===== src/rtl/pipeline_arith.sv =====
// Three-stage arithmetic pipeline: F = op(((A+B)+(C-D)), D) selected by mode.
// Valid/ready handshake on both sides, with synchronous flush and result counter.
module pipeline_arith #(
  parameter int unsigned N  = 10,
  parameter int unsigned CW = 16
) (
  input  logic          clk,
  input  logic          rst,
  input  logic          flush,
  input  logic          in_valid,
  output logic          in_ready,
  input  logic [N-1:0]  A,
  input  logic [N-1:0]  B,
  input  logic [N-1:0]  C,
  input  logic [N-1:0]  D,
  input  logic [1:0]    mode,
  output logic          out_valid,
  input  logic          out_ready,
  output logic [N-1:0]  F,
  output logic [CW-1:0] res_cnt
);

  logic          r_s1_vld, r_s2_vld, r_s3_vld;
  logic [N-1:0]  r_x1, r_x2, r_s1_d;
  logic [1:0]    r_s1_mode;
  logic [N-1:0]  r_x3, r_s2_d;
  logic [1:0]    r_s2_mode;
  logic [N-1:0]  r_f;
  logic [CW-1:0] r_cnt;

  logic          w_adv;
  logic          w_acc;
  logic [N-1:0]  w_res;

  assign w_adv     = !r_s3_vld || out_ready;
  assign in_ready  = w_adv && !flush;
  assign w_acc     = in_valid && in_ready;
  assign out_valid = r_s3_vld;
  assign F         = r_f;
  assign res_cnt   = r_cnt;

  always_comb begin
    w_res = r_x3;
    unique case (r_s2_mode)
      2'd0:    w_res = r_x3 * r_s2_d;
      2'd1:    w_res = r_x3 + r_s2_d;
      2'd2:    w_res = r_x3 - r_s2_d;
      default: w_res = r_x3;
    endcase
  end

  // Valid bits: flush clears them even while the pipeline is stalled.
  always_ff @(posedge clk) begin
    if (rst) begin
      r_s1_vld <= 1'b0;
      r_s2_vld <= 1'b0;
      r_s3_vld <= 1'b0;
    end else if (flush) begin
      r_s1_vld <= 1'b0;
      r_s2_vld <= 1'b0;
      r_s3_vld <= 1'b0;
    end else if (w_adv) begin
      r_s1_vld <= w_acc;
      r_s2_vld <= r_s1_vld;
      r_s3_vld <= r_s2_vld;
    end
  end

  // Data registers need no flush handling; stale contents are masked by valid.
  always_ff @(posedge clk) begin
    if (rst) begin
      r_x1      <= '0;
      r_x2      <= '0;
      r_s1_d    <= '0;
      r_s1_mode <= '0;
      r_x3      <= '0;
      r_s2_d    <= '0;
      r_s2_mode <= '0;
      r_f       <= '0;
    end else if (w_adv) begin
      r_x1      <= A + B;
      r_x2      <= C - D;
      r_s1_d    <= D;
      r_s1_mode <= mode;
      r_x3      <= r_x1 + r_x2;
      r_s2_d    <= r_s1_d;
      r_s2_mode <= r_s1_mode;
      r_f       <= w_res;
    end
  end

  always_ff @(posedge clk) begin
    if (rst) begin
      r_cnt <= '0;
    end else if (r_s3_vld && out_ready) begin
      r_cnt <= r_cnt + 1'b1;
    end
  end

endmodule


===== config.mk =====
export PLATFORM = sky130hd
export DESIGN_NAME = pipeline_arith
export DESIGN_NICKNAME = d
export VERILOG_FILES = /design/src/rtl/pipeline_arith.sv
export SDC_FILE = /design/constraint.sdc
export NUM_CORES = 1
export LEC_CHECK = 0
export BUFFER_PORTS_ARGS = -buffer_cell sky130_fd_sc_hd__buf_2
export CORE_UTILIZATION = 41
export CTS_CLUSTER_DIAMETER = 60
export DETAILED_ROUTE_END_ITERATION = 12
export MAX_ROUTING_LAYER = met4
export SLEW_MARGIN = 20
export SYNTH_ARGS = -nofsm -noshare
export SYNTH_HDL_FRONTEND = slang
export SYNTH_SLANG_ARGS = --single-unit

===== constraint.sdc =====
create_clock -name clk -period 12.7 [get_ports clk]
set_clock_uncertainty 0.2 [all_clocks]
set_input_delay 1.27 -clock clk [delete_from_list [all_inputs] [get_ports clk]]
set_output_delay 1.27 -clock clk [all_outputs]
set_load 0.1 [all_outputs]

# Yosys cells after proc, flatten, opt, wreduce, memory -nomap -nowiden
# Index checks and enable logic that the tools add are counted.
[totals]
regBits = 83
latch_bits = 0
ramBits = 0
mem_bits_ro = 0
input_bits = 47
out_inout_bits = 28
word_cells = 30
mem_count = 0
[op_classes]
addsub = 6
mul = 1
div_mod_pow = 0
magnitude_cmp = 0
n_eq_ne = 2
shifts = 0
muxes = 1
n_bitwise = 0
reduce_logical = 8
[ops]
columns = ["cell", "n"]
rows = [
  ["$add 10x10->10", 3],
  ["$pmux 10 s3", 1],
  ["$sub 10x10->10", 2],
  ["$add 16x1->16 const B", 1],
  ["$mul 10x10->10", 1],
  ["$logic_and 1x1->1", 3],
  ["$eq 2x1->1 const B", 1],
  ["$eq 2x2->1 const B", 1],
  ["$logic_not 1->1", 2],
  ["$logic_not 2->1", 1],
  ["$reduce_or 2->1", 1],
  ["$logic_or 1x1->1", 1],
]

# Longest topological paths before layout
[logic_depth]
depth_word = 4
depth_mapped = 17
ltp_nobuf = 16

# Least setup slack after synthesis
# Ideal clock, no wire load.
[synth_timing]
kind = "flip-flop to flip-flop"
from = "register r_s2_d[2]"
to = "register r_f[6], in the netlist F[6]"
setup_ps = 131
t_arrival_ps = 4223
t_required_ps = 12369
setup_slack_ps = 8147
stages_incl_launch_ff = 17
n_path_buf = 1
period_less_slack_ps = 4553
path_cell_list = "dfxtp_1 clkbuf_1 nand2_1 fa_1 inv_1 fa_1 ha_1 fa_1 inv_1 fa_1 inv_1 ha_1 a21boi_0 nor2_1 a211o_1 a31oi_1 nor3_1"
[synth_via]
elab_chain_len = 2
elab_cells_between_ends = 4
cone_classes = "add/sub (2); mul (1); mux (1)"
[synth_rtl]
columns = ["item", "line_no", "rtl"]
rows = [
  ["from (decl)", "26", "logic [N-1:0] r_x3, r_s2_d;"],
  ["from (signal assigned)", "86", "r_s2_d <= r_s1_d;"],
  ["$mul 10x10->10 (tied with other cells)", "45", "2'd0: w_res = r_x3 * r_s2_d;"],
  ["$pmux 10 s3 (*)", "44", "unique case (r_s2_mode)"],
  ["to (signal assigned)", "88", "r_f <= w_res;"],
  ["to (decl)", "28", "logic [N-1:0] r_f;"],
]
# Every way passes the cells marked *; elsewhere a longest branch is shown, timed or not.
# A chain may end at the register's enable or synchronous reset.

# Final worst setup path
# Ends and elaborated chain as after synthesis.

==> summary.md <==
| Metric | Value |
|---|---|
| Reg2reg start | `r_s2_d[2]` |
| VDD IR max | `between 0.00008 and 0.00009 V` |
| Final Cycle Share | `a little under two fifths` |
| Post-synthesis instance area | `between 0.006 and 0.007 mm^2` |
| Max Cap Violations | `0` |
| Post-synthesis mux area share | `less than 1%` |
| Area of the core | `around 0.015 mm^2` |
| Simple-Gate Fraction of Synth Area | `about a fifth` |
| Synth Register Bits | `83` |
| Main combinational cell family by area after synthesis | `adder cells` |
| Critical path arrival | `between 4 and 5 ns` |
| Synth Area in Compound Gates | `16.19%` |
| Num rows | `45` |
| Post-synthesis net count | `939` |
| First-pass GRT wire length | `roughly 24,000 um` |
| # H-tree levels | `3` |
| Worst Tran Pin Value | `~0.9 ns` |
| CP endpoint kind | `register` |
| Layout cell share with drive strength beyond 1 | `around an eighth` |
| Hold Fails Final Rpt | `0` |
| Beginning of the critical path | `r_s2_d[2]` |
| Max Root-Sink Buffers | `2` |
| IO Pins | `between 70 and 80` |
| Initial antenna violation count | `0` |
| Sw Ratio | `35.78%` |
| Hold Startpoint | `F[4]` |
| Leakage power | `between 3 and 4 nW` |
| Layout Nets | `slightly below 1k` |
| RSZ-0062 raised after global routing | `no` |
| PD cells | `113.6 mW/mm^2` |
| Status | `finished, final reports clean` |
| Maximum number of pins on one net before global-route repair | `between 80 and 90` |
| Sequential element share of the synthesized area | `roughly a quarter` |
| DR vias | `about 5.3k` |
| Setup_tns | `0 ns` |
| DP Area | `between 0.006 and 0.007 mm^2` |
| Cells along the critical path | `nand2_1 > fa_1 > inv_1 > fa_1 > ha_1 > fa_1 > inv_1 > fa_1 > inv_1 > ha_1 > a21boi_0 > nor2_1 > a211o_1 > a31oi_1 > nor3_1` |
| Clk_lat worst skew | `0.35 ns` |
| Die ar. | `between 0.015 and 0.02 mm^2` |
| CP dominant cell by count | `fa_1` |
| Hold buffer count at cts | `0` |
| Final Max Tran Viols | `0` |
| Final ANT Viol Nets | `0` |
| Logic pwr share | `between 30% and 40%` |
| Clock root buffer | `clkbuf_16` |
| Die width | `126.3 um` |
| Synth Area in Adders | `21.24%` |
| Final hold slack | `roughly 0.25 ns` |
| Final WL | `14,430 um` |
| Setup crit start kind | `register` |
| CP required | `between 10 and 15 ns` |
| Ys async rst share | `0%` |
| Synth Area in XOR/XNOR | `around 7.6%` |
| Cells after Synth | `800` |
| Synth cell types | `57` |
| Placed wire-length estimate | `roughly 11,000 um` |
| GRT overflow | `0` |
| Starting utilization of the core area | `between 40% and 50%` |
| Crit path max-delay family | `adder cells` |
| TritonCTS clock tree | `built` |
| Hold Crit Class | `reg2reg` |
| Layout overhead on the synthesized area | `11.29%` |
| Crit-path max cell delay | `approximately 0.63 ns` |
| Quantity of gates resized following cts | `0` |
| CP Buf/Inv Count | `3` |
| Ranking of synthesized cells by area | `dfxtp_1, ha_1, fa_1, nand2_1, a21oi_1` |
| Biggest area consumer among synthesized cells | `dfxtp_1` |
| Post-DR vias/cell | `between 5 and 6` |
| Synth top area share | `a little over a quarter` |
| Minimum clock period | `approximately 4.7 ns` |
| Sink Count | `83` |
| Sequential share of power | `between 30% and 40%` |
| YS warnings | `0` |
| Setup bufs post-CTS | `0` |
| Number of port buffers | `74` |
| Ant diodes | `0` |
| Max Freq | `approximately 210 MHz` |
| NetSw | `between 0.2 and 0.3 mW` |
| Count of final setup violators | `0` |
| Die Height | `126.3 um` |
| Clock transition at path regs | `0.06 ns` |
| DRT iter0 DRCs | `around 240` |
| First-pass detailed-route iteration total | `4` |
| Drt wl/cell | `between 10 and 15 um` |
| # DRC | `0` |
| Vias in the first global route | `~5k` |
| Pint | `just over 0.5 mW` |
| Clk network pwr share | `30.4%` |
| Num CTS Buffers | `9` |
| Post-synth EDFFs | `0` |
| Critical setup path kind | `reg2reg` |
| Syn_area_per_cell | `between 7 and 8 um^2` |
| All-layer global routing usage | `19.75%` |
| Critical path fanouts, max | `12` |
| GP Congestion | `0.8562` |
| CP max stage cell | `dfxtp_1` |
| Cell area after layout | `roughly 0.0071 mm^2` |
| Ys flop type | `dfxtp_1` |
| Slew headroom | `between 40% and 50%` |
==> placed cells by master (no fill, tap or decap), types with 14 or more instances in the layout <==
cell type / n
buf_2: 74
and2_1: 14
dfxtp_1: 83
fa_1: 26
a21oi_1: 84
ha_1: 66
xnor2_1: 43
nor3_1: 19
nor2_1: 48
nand3_1: 17
o21ai_0: 32
nand2_1: 128
inv_1: 65
==> cells by family after synthesis <==
kind of cell             Yosys count
multiplexers                       5
buffers and inverters            108
XOR/XNOR                          55
AND/OR/NAND/NOR                  284
adder cells (fa/ha/maj)           92
flip-flops                        83
AO/OA/AOI/OAI                    173
==> worst paths after layout <==
path / endpoint / slack, ns / cells past startpoint
worst max-delay path: F[6] / 7.95 / 15
worst min-delay path: F[4] / 0.25 / 2
worst max register to register: F[6] / 7.95 / 15
worst min register to register: F[4] / 0.25 / 2
==> registers in the layout (all words and copies together), names as in the netlist <==
register   cells
r_s1_mode      2
r_s1_vld       1
r_s2_d        10
res_cnt       16
r_s2_mode      2
r_s2_vld       1
F             10
out_valid      1
r_x2          10
r_x1          10
r_s1_d        10
r_x3          10
==> layout make-up <==
class	instances	area [um^2]
fill	1530	8093
multi-input combinational	609	4249
sequential	83	1662
timing repair buffer	77	392.9
inverter	66	247.7
tap	188	235.2
clock buffer	9	225.2
clock inverter	6	41.29
==> power groups by stage <==
stage               Sequential, mW  Combinational [mW]  Clock, mW
detailed placement           0.317               0.247          0
global route                 0.315               0.278      0.260
CTS                          0.312               0.249      0.251
finish                       0.311               0.247      0.243
global placement             0.316               0.247          0
floorplan                    0.336               0.171          0
==> through the flow <==
step / power [mW] / util [%] / std cells / worst slack, ns
2_1_floorplan: 0.5071 / - / 800 / 8.147
3_3_place_gp: 0.5633 / 44.81 / 1023 / 8.019
3_5_place_dp: 0.5645 / 44.81 / 1023 / 7.972
4_1_cts: 0.8117 / 46.57 / 1038 / 7.942
5_1_grt: 0.8526 / 46.57 / 1038 / 7.657
6_report: 0.8013 / 46.57 / 1038 / 7.952
==> synth_stat cells (all sizes together), types with 5 or more instances <==
library cell / instances
a211oi: 8
a21o: 8
a21oi: 85
and2: 14
and3: 11
buf: 15
clkbuf: 27
dfxtp: 83
fa: 26
ha: 66
inv: 65
nand2: 129
nand3: 17
nand4: 7
nor2: 49
nor2b: 11
nor3: 19
o211ai: 5
o21a: 8
o21ai: 35
or3: 13
xnor2: 43
xor2: 12
==> worst min-delay path: cells and delay by family, from the launching register on <==
family / cells / cell delay (ns)
and+or+nand+nor: 1 / 0.05
DFF: 1 / 0.31
AOI/OAI and AO/OA: 1 / 0.05
==> layer usage <==
layer  up-vias  wire (um)  global-route usage (%)
met2        81       7307                   34.19
met5         -          0                       -
met1      2441       6419                   23.49
met3        18        482                   3.205
li1       2783          -                       -
met4         0        217                   6.024
No activity file was read; power rests on OpenSTA's default activity.
